===== config.mk =====
export PLATFORM = sky130hd
export DESIGN_NAME = la_oai311_pipe
export DESIGN_NICKNAME = d
export VERILOG_FILES = /design/src/rtl/la_logic_pkg.sv /design/src/rtl/la_pipe_stage.sv /design/src/rtl/la_oai311_pipe.sv
export SDC_FILE = /design/constraint.sdc
export NUM_CORES = 1
export LEC_CHECK = 0
export BUFFER_PORTS_ARGS = -buffer_cell sky130_fd_sc_hd__buf_2
export CAP_MARGIN = 15
export CORE_AREA = 2 2 39 41
export DETAILED_ROUTE_END_ITERATION = 12
export DIE_AREA = 0 0 41 43
export HOLD_SLACK_MARGIN = 0.06
export SETUP_SLACK_MARGIN = 0.3
export SYNTH_ARGS = -nofsm -noshare
export SYNTH_HDL_FRONTEND = slang
export SYNTH_SLANG_ARGS = --single-unit

===== constraint.sdc =====
create_clock -name clk -period 1.65 [get_ports clk]
set_clock_uncertainty 0.1 [all_clocks]
set_input_delay 0.0825 -clock clk [delete_from_list [all_inputs] [get_ports clk]]
set_output_delay 0.0825 -clock clk [all_outputs]
set_load 0.02 [all_outputs]

===== src/rtl/la_logic_pkg.sv =====
// Shared definitions for the la_* bitwise logic pipelines.
// Latency: n/a (types and constants only).
// Backpressure: n/a.
package la_logic_pkg;

    typedef enum logic [1:0] {
        OAI311 = 2'b00,
        OA311  = 2'b01,
        AOI311 = 2'b10,
        AO311  = 2'b11
    } la_mode_e;

    localparam int LA_MAX_W     = 64;
    localparam int LA_MAX_DEPTH = 8;

endpackage


===== src/rtl/la_pipe_stage.sv =====
// One pipeline slot: W-bit payload plus valid flag.
// Latency: 1 cycle from load to visible output.
// Backpressure: parent asserts ld only when this slot is empty or draining.
module la_pipe_stage #(
    parameter int W = 1
) (
    input  logic         clk,
    input  logic         reset,
    input  logic         ld,
    input  logic         up_vld,
    input  logic [W-1:0] up_dat,
    output logic         vld,
    output logic [W-1:0] dat
);

    always_ff @(posedge clk) begin
        if (reset) begin
            vld <= 1'b0;
            dat <= '0;
        end else if (ld) begin
            vld <= up_vld;
            // Payload only moves with a real transfer; bubbles leave it untouched.
            if (up_vld) begin
                dat <= up_dat;
            end
        end
    end

endmodule


===== src/rtl/la_oai311_pipe.sv =====
// Mode-selectable OAI311/OA311/AOI311/AO311 function with a DEPTH-slot valid/ready pipeline.
// Latency: DEPTH cycles from accept to out_valid when out_ready stays high.
// Backpressure: bubbles collapse; in_ready falls only when every slot is full and out_ready is low.
module la_oai311_pipe
    import la_logic_pkg::*;
#(
    parameter string PROP  = "DEFAULT",
    parameter int    W     = 1,
    parameter int    DEPTH = 2
) (
    input  logic         clk,
    input  logic         reset,
    input  logic [W-1:0] a0,
    input  logic [W-1:0] a1,
    input  logic [W-1:0] a2,
    input  logic [W-1:0] b0,
    input  logic [W-1:0] c0,
    input  logic [1:0]   mode,
    input  logic         in_valid,
    output logic         in_ready,
    output logic [W-1:0] z,
    output logic         out_valid,
    input  logic         out_ready,
    output logic         busy
);

    if (W < 1 || W > LA_MAX_W || DEPTH < 1 || DEPTH > LA_MAX_DEPTH || PROP == "") begin : g_param_chk
        $error("la_oai311_pipe: W must be 1..64, DEPTH 1..8, PROP non-empty");
    end

    logic [W-1:0] or3;
    logic [W-1:0] and3;
    logic [W-1:0] fn_dat;

    assign or3  = a0 | a1 | a2;
    assign and3 = a0 & a1 & a2;

    always_comb begin
        fn_dat = '0;
        case (la_mode_e'(mode))
            OAI311:  fn_dat = ~(or3 & b0 & c0);
            OA311:   fn_dat = or3 & b0 & c0;
            AOI311:  fn_dat = ~(and3 | b0 | c0);
            AO311:   fn_dat = and3 | b0 | c0;
            default: fn_dat = '0;
        endcase
    end

    logic [DEPTH:0]   stg_rdy;
    logic [DEPTH-1:0] stg_vld;
    logic [W-1:0]     stg_dat [DEPTH];

    // Ready ripples back from the consumer: a slot can load if empty or its occupant moves on.
    always_comb begin
        stg_rdy        = '0;
        stg_rdy[DEPTH] = out_ready;
        for (int k = DEPTH - 1; k >= 0; k--) begin
            stg_rdy[k] = ~stg_vld[k] | stg_rdy[k+1];
        end
    end

    for (genvar k = 0; k < DEPTH; k++) begin : g_stage
        logic         up_vld;
        logic [W-1:0] up_dat;

        if (k == 0) begin : g_head
            assign up_vld = in_valid;
            assign up_dat = fn_dat;
        end else begin : g_body
            assign up_vld = stg_vld[k-1];
            assign up_dat = stg_dat[k-1];
        end

        la_pipe_stage #(
            .W(W)
        ) u_stage (
            .clk   (clk),
            .reset (reset),
            .ld    (stg_rdy[k]),
            .up_vld(up_vld),
            .up_dat(up_dat),
            .vld   (stg_vld[k]),
            .dat   (stg_dat[k])
        );
    end

    assign in_ready  = stg_rdy[0];
    assign out_valid = stg_vld[DEPTH-1];
    assign z         = stg_dat[DEPTH-1];
    assign busy      = |stg_vld;

endmodule


==> Flow_metrics.wiki <==
{| class="wikitable"
! Metric !! Value
|-
| Number of instances in the synthesized netlist || 23
|-
| Cell area power density || 792 nW/µm²
|-
| Fraction of layout instances using a drive strength above 1 || 48.8%
|-
| Total power || 270 µW
|-
| Rel. slew slack || 82.3%
|-
| Ys async rst share || 0%
|-
| Number of synthesis warnings || 0
|-
| Global route total overflow || 0
|-
| Synthesized netlist net count || 34
|-
| Most common cell in the netlist || sky130_fd_sc_hd__dfxtp_1
|-
| Flop-to-flop setup slack || 0.39 ns
|-
| Final Max Tran Viols || 0
|-
| Worst hold-check slack || 0.0636 ns
|-
| Via count of the routed design || 232
|-
| Static leakage || 0.162 nW
|-
| Worst hold path class || in2reg
|-
| Number of global-route vias before repair || 236
|-
| Root buffer selected by CTS || sky130_fd_sc_hd__clkbuf_4
|-
| Total Routing Usage GR || 7.13%
|-
| Number of levels in the clock H-tree || 1
|-
| Area contributors post-synth || sky130_fd_sc_hd__dfxtp_1, sky130_fd_sc_hd__a21oi_1, sky130_fd_sc_hd__nand3b_1, sky130_fd_sc_hd__nand4bb_1, sky130_fd_sc_hd__mux2i_1
|-
| Count of flip-flops with a built-in enable after synthesis || 0
|-
| Category of the worst setup path launch point || input port
|-
| Post-route minimum period || 1.28 ns
|-
| Mean area per synthesized cell || 8.54 µm²
|-
| Max Freq || 781 MHz
|-
| Count of state elements after synthesis || 4
|-
| Category of the most critical setup path || in2reg
|-
| Remaining routing DRC violations || 0
|-
| Number of sinks on the clock net || 4
|-
| # IOs || 15
|-
| Area of all placed cells without fillers || 340 µm²
|-
| Cell area after synthesis || 196 µm²
|-
| Clock tree from TritonCTS || yes
|-
| Final Net Count || 56
|-
| Final cell count without fillers || 59
|-
| Die Area || 1760 µm²
|-
| Die outline width || 41 µm
|-
| Rows || 14
|-
| Share of the cycle needed by the critical path after routing || 77.6%
|-
| Setup ws final || 0.369 ns
|-
| Post-route setup TNS || 0 ns
|-
| Starting Density || 14.2%
|-
| Critical Path Sink Type || flip-flop
|-
| Clock Pin Slew Worst Setup and Hold Paths || 0.03 ns
|-
| Drt wl/cell || 8.05 µm
|-
| Finish-stage setup viols || 0
|-
| Antenna-violating nets left || 0
|-
| Starting DRC count in detailed routing || 2
|-
| Hold violation count in the final report || 0
|-
| Port Buffer Count || 14
|-
| Data arrival, critical path || 1.35 ns
|-
| Commonest register cell after synthesis || sky130_fd_sc_hd__dfxtp_1
|-
| Area share of the largest cell type after synthesis || 40.8%
|-
| Placement-stage cell area || 288 µm²
|-
| Status || completed
|-
| Critical path data required time || 1.72 ns
|-
| Max Buffers Root-to-Sink || 2
|-
| Routability cong. || 0.636
|-
| Setup repair after global routing missed its margin || false
|-
| Antenna violations before repair || 0
|-
| Max Cap Viol || 0
|-
| Top cell type by total area after synthesis || sky130_fd_sc_hd__dfxtp_1
|-
| Peak supply drop || 0.449 mV
|-
| Die height || 43 µm
|-
| Number of placed cells counting well taps || 53
|-
| Maximum number of pins on one net before global-route repair || 7
|-
| Maximum net fanout on the critical path || 6
|-
| Insertion delay of the later-clocked pin in the worst-skew pair || 0.23 ns
|-
| Transition at the pin with the smallest max-transition slack || 0.264 ns
|-
| Area of the placeable core || 1380 µm²
|-
| Wirelength, routed || 475 µm
|-
| Wire length of the first global-routing pass || 814 µm
|-
| Number of buffers created by CTS || 3
|-
| Number of antenna diodes || 0
|-
| Number of detailed-routing iterations run before antenna repair || 4
|-
| Placed wire-length estimate after detailed placement || 384 µm
|-
| Most numerous cell types in the synthesized netlist || sky130_fd_sc_hd__dfxtp_1, sky130_fd_sc_hd__a21oi_1, sky130_fd_sc_hd__inv_1, sky130_fd_sc_hd__nand3b_1, sky130_fd_sc_hd__nor2_1
|-
| Average vias per placed instance || 3.93
|-
| Library cells used by synthesis || 15
|-
| Sequential fraction of the synthesis area || 40.8%
|-
| Worst slack, placed || 0.401 ns
|-
| Area grow syn2layout || 73.2%
|-
| End-of-flow core utilization || 24.6%
|}
[cells by family (layout without fill, tap and decap cells)]
logic type	count (synthesis)	after routing	share of synthesized area, %
flip-flops	4	4	40.8
multiplexers	1	1	5.10
buffers and inverters	2	22	3.82
AO/OA/AOI/OAI	5	5	15.9
AND/OR/NAND/NOR	11	11	34.4
[routing by layer]
metal / up-vias / part of all wire, % / track usage, %
met4: 0 / 0 / 1.33
met3: 0 / 9.3 / 8.90
met1: 98 / 51 / 7.40
met2: 8 / 39 / 9.06
met5: - / 0 / 0
li1: 126 / - / -
[area by class of cell]
cell class	instances	area, µm²
inverters	2	7.51
clock buffers	3	22.5
repair buffers	17	97.6
multi-input cells	17	111
well taps	16	20.0
flip-flops and latches	4	81.3
fillers	154	1040
[placed cells by master (no fill, tap or decap)]
cell type	instances
sky130_fd_sc_hd__clkbuf_4	3
sky130_fd_sc_hd__a21oi_1	3
sky130_fd_sc_hd__a311oi_1	1
sky130_fd_sc_hd__nor3_1	1
sky130_fd_sc_hd__buf_2	14
sky130_fd_sc_hd__or2_2	1
sky130_fd_sc_hd__or4_1	1
sky130_fd_sc_hd__buf_4	1
sky130_fd_sc_hd__nand3_1	1
sky130_fd_sc_hd__nor4_1	1
sky130_fd_sc_hd__mux2i_1	1
sky130_fd_sc_hd__a21boi_0	1
sky130_fd_sc_hd__dlygate4sd3_1	2
sky130_fd_sc_hd__inv_1	2
sky130_fd_sc_hd__nand3b_1	2
sky130_fd_sc_hd__dfxtp_1	3
sky130_fd_sc_hd__nand4bb_1	1
sky130_fd_sc_hd__nor2_1	2
sky130_fd_sc_hd__nand2_2	1
sky130_fd_sc_hd__dfxtp_2	1
[repair_timing]
action,in CTS,in global routing
buffers inserted,0,1
resized for setup,0,1
endpoints found under the setup margin,0,1
hold endpoints to repair,3,0
hold buffers,2,0
[power breakdown]
part           internal [mW]  total (mW)  switching (mW)
logic                 0.0249      0.0473          0.0223
registers              0.103       0.107         0.00367
clock network         0.0810       0.116          0.0346
total                  0.209       0.270          0.0605
[registers in the layout, indices dropped and copies added (netlist names)]
signal               flops
g_stage.u_stage.dat      2
g_stage.u_stage.vld      2
[worst max-delay path, cell delays in order]
cell and delay [ns]:
sky130_fd_sc_hd__dlygate4sd3_1 0.52, sky130_fd_sc_hd__buf_2 0.15, sky130_fd_sc_hd__or4_1 0.50, sky130_fd_sc_hd__nand3_1 0.10
[final timing paths]
path / startpoint / end / depth (start not counted)
worst max-delay path: reset / g_stage[0].u_stage.dat / 4
worst min-delay path: mode[0] / g_stage[0].u_stage.dat / 3
worst max register to register: g_stage[1].u_stage.vld / g_stage[0].u_stage.dat / 4
worst min register to register: g_stage[1].u_stage.dat / g_stage[1].u_stage.dat / 2
No activity file was read; power rests on OpenSTA's default activity.
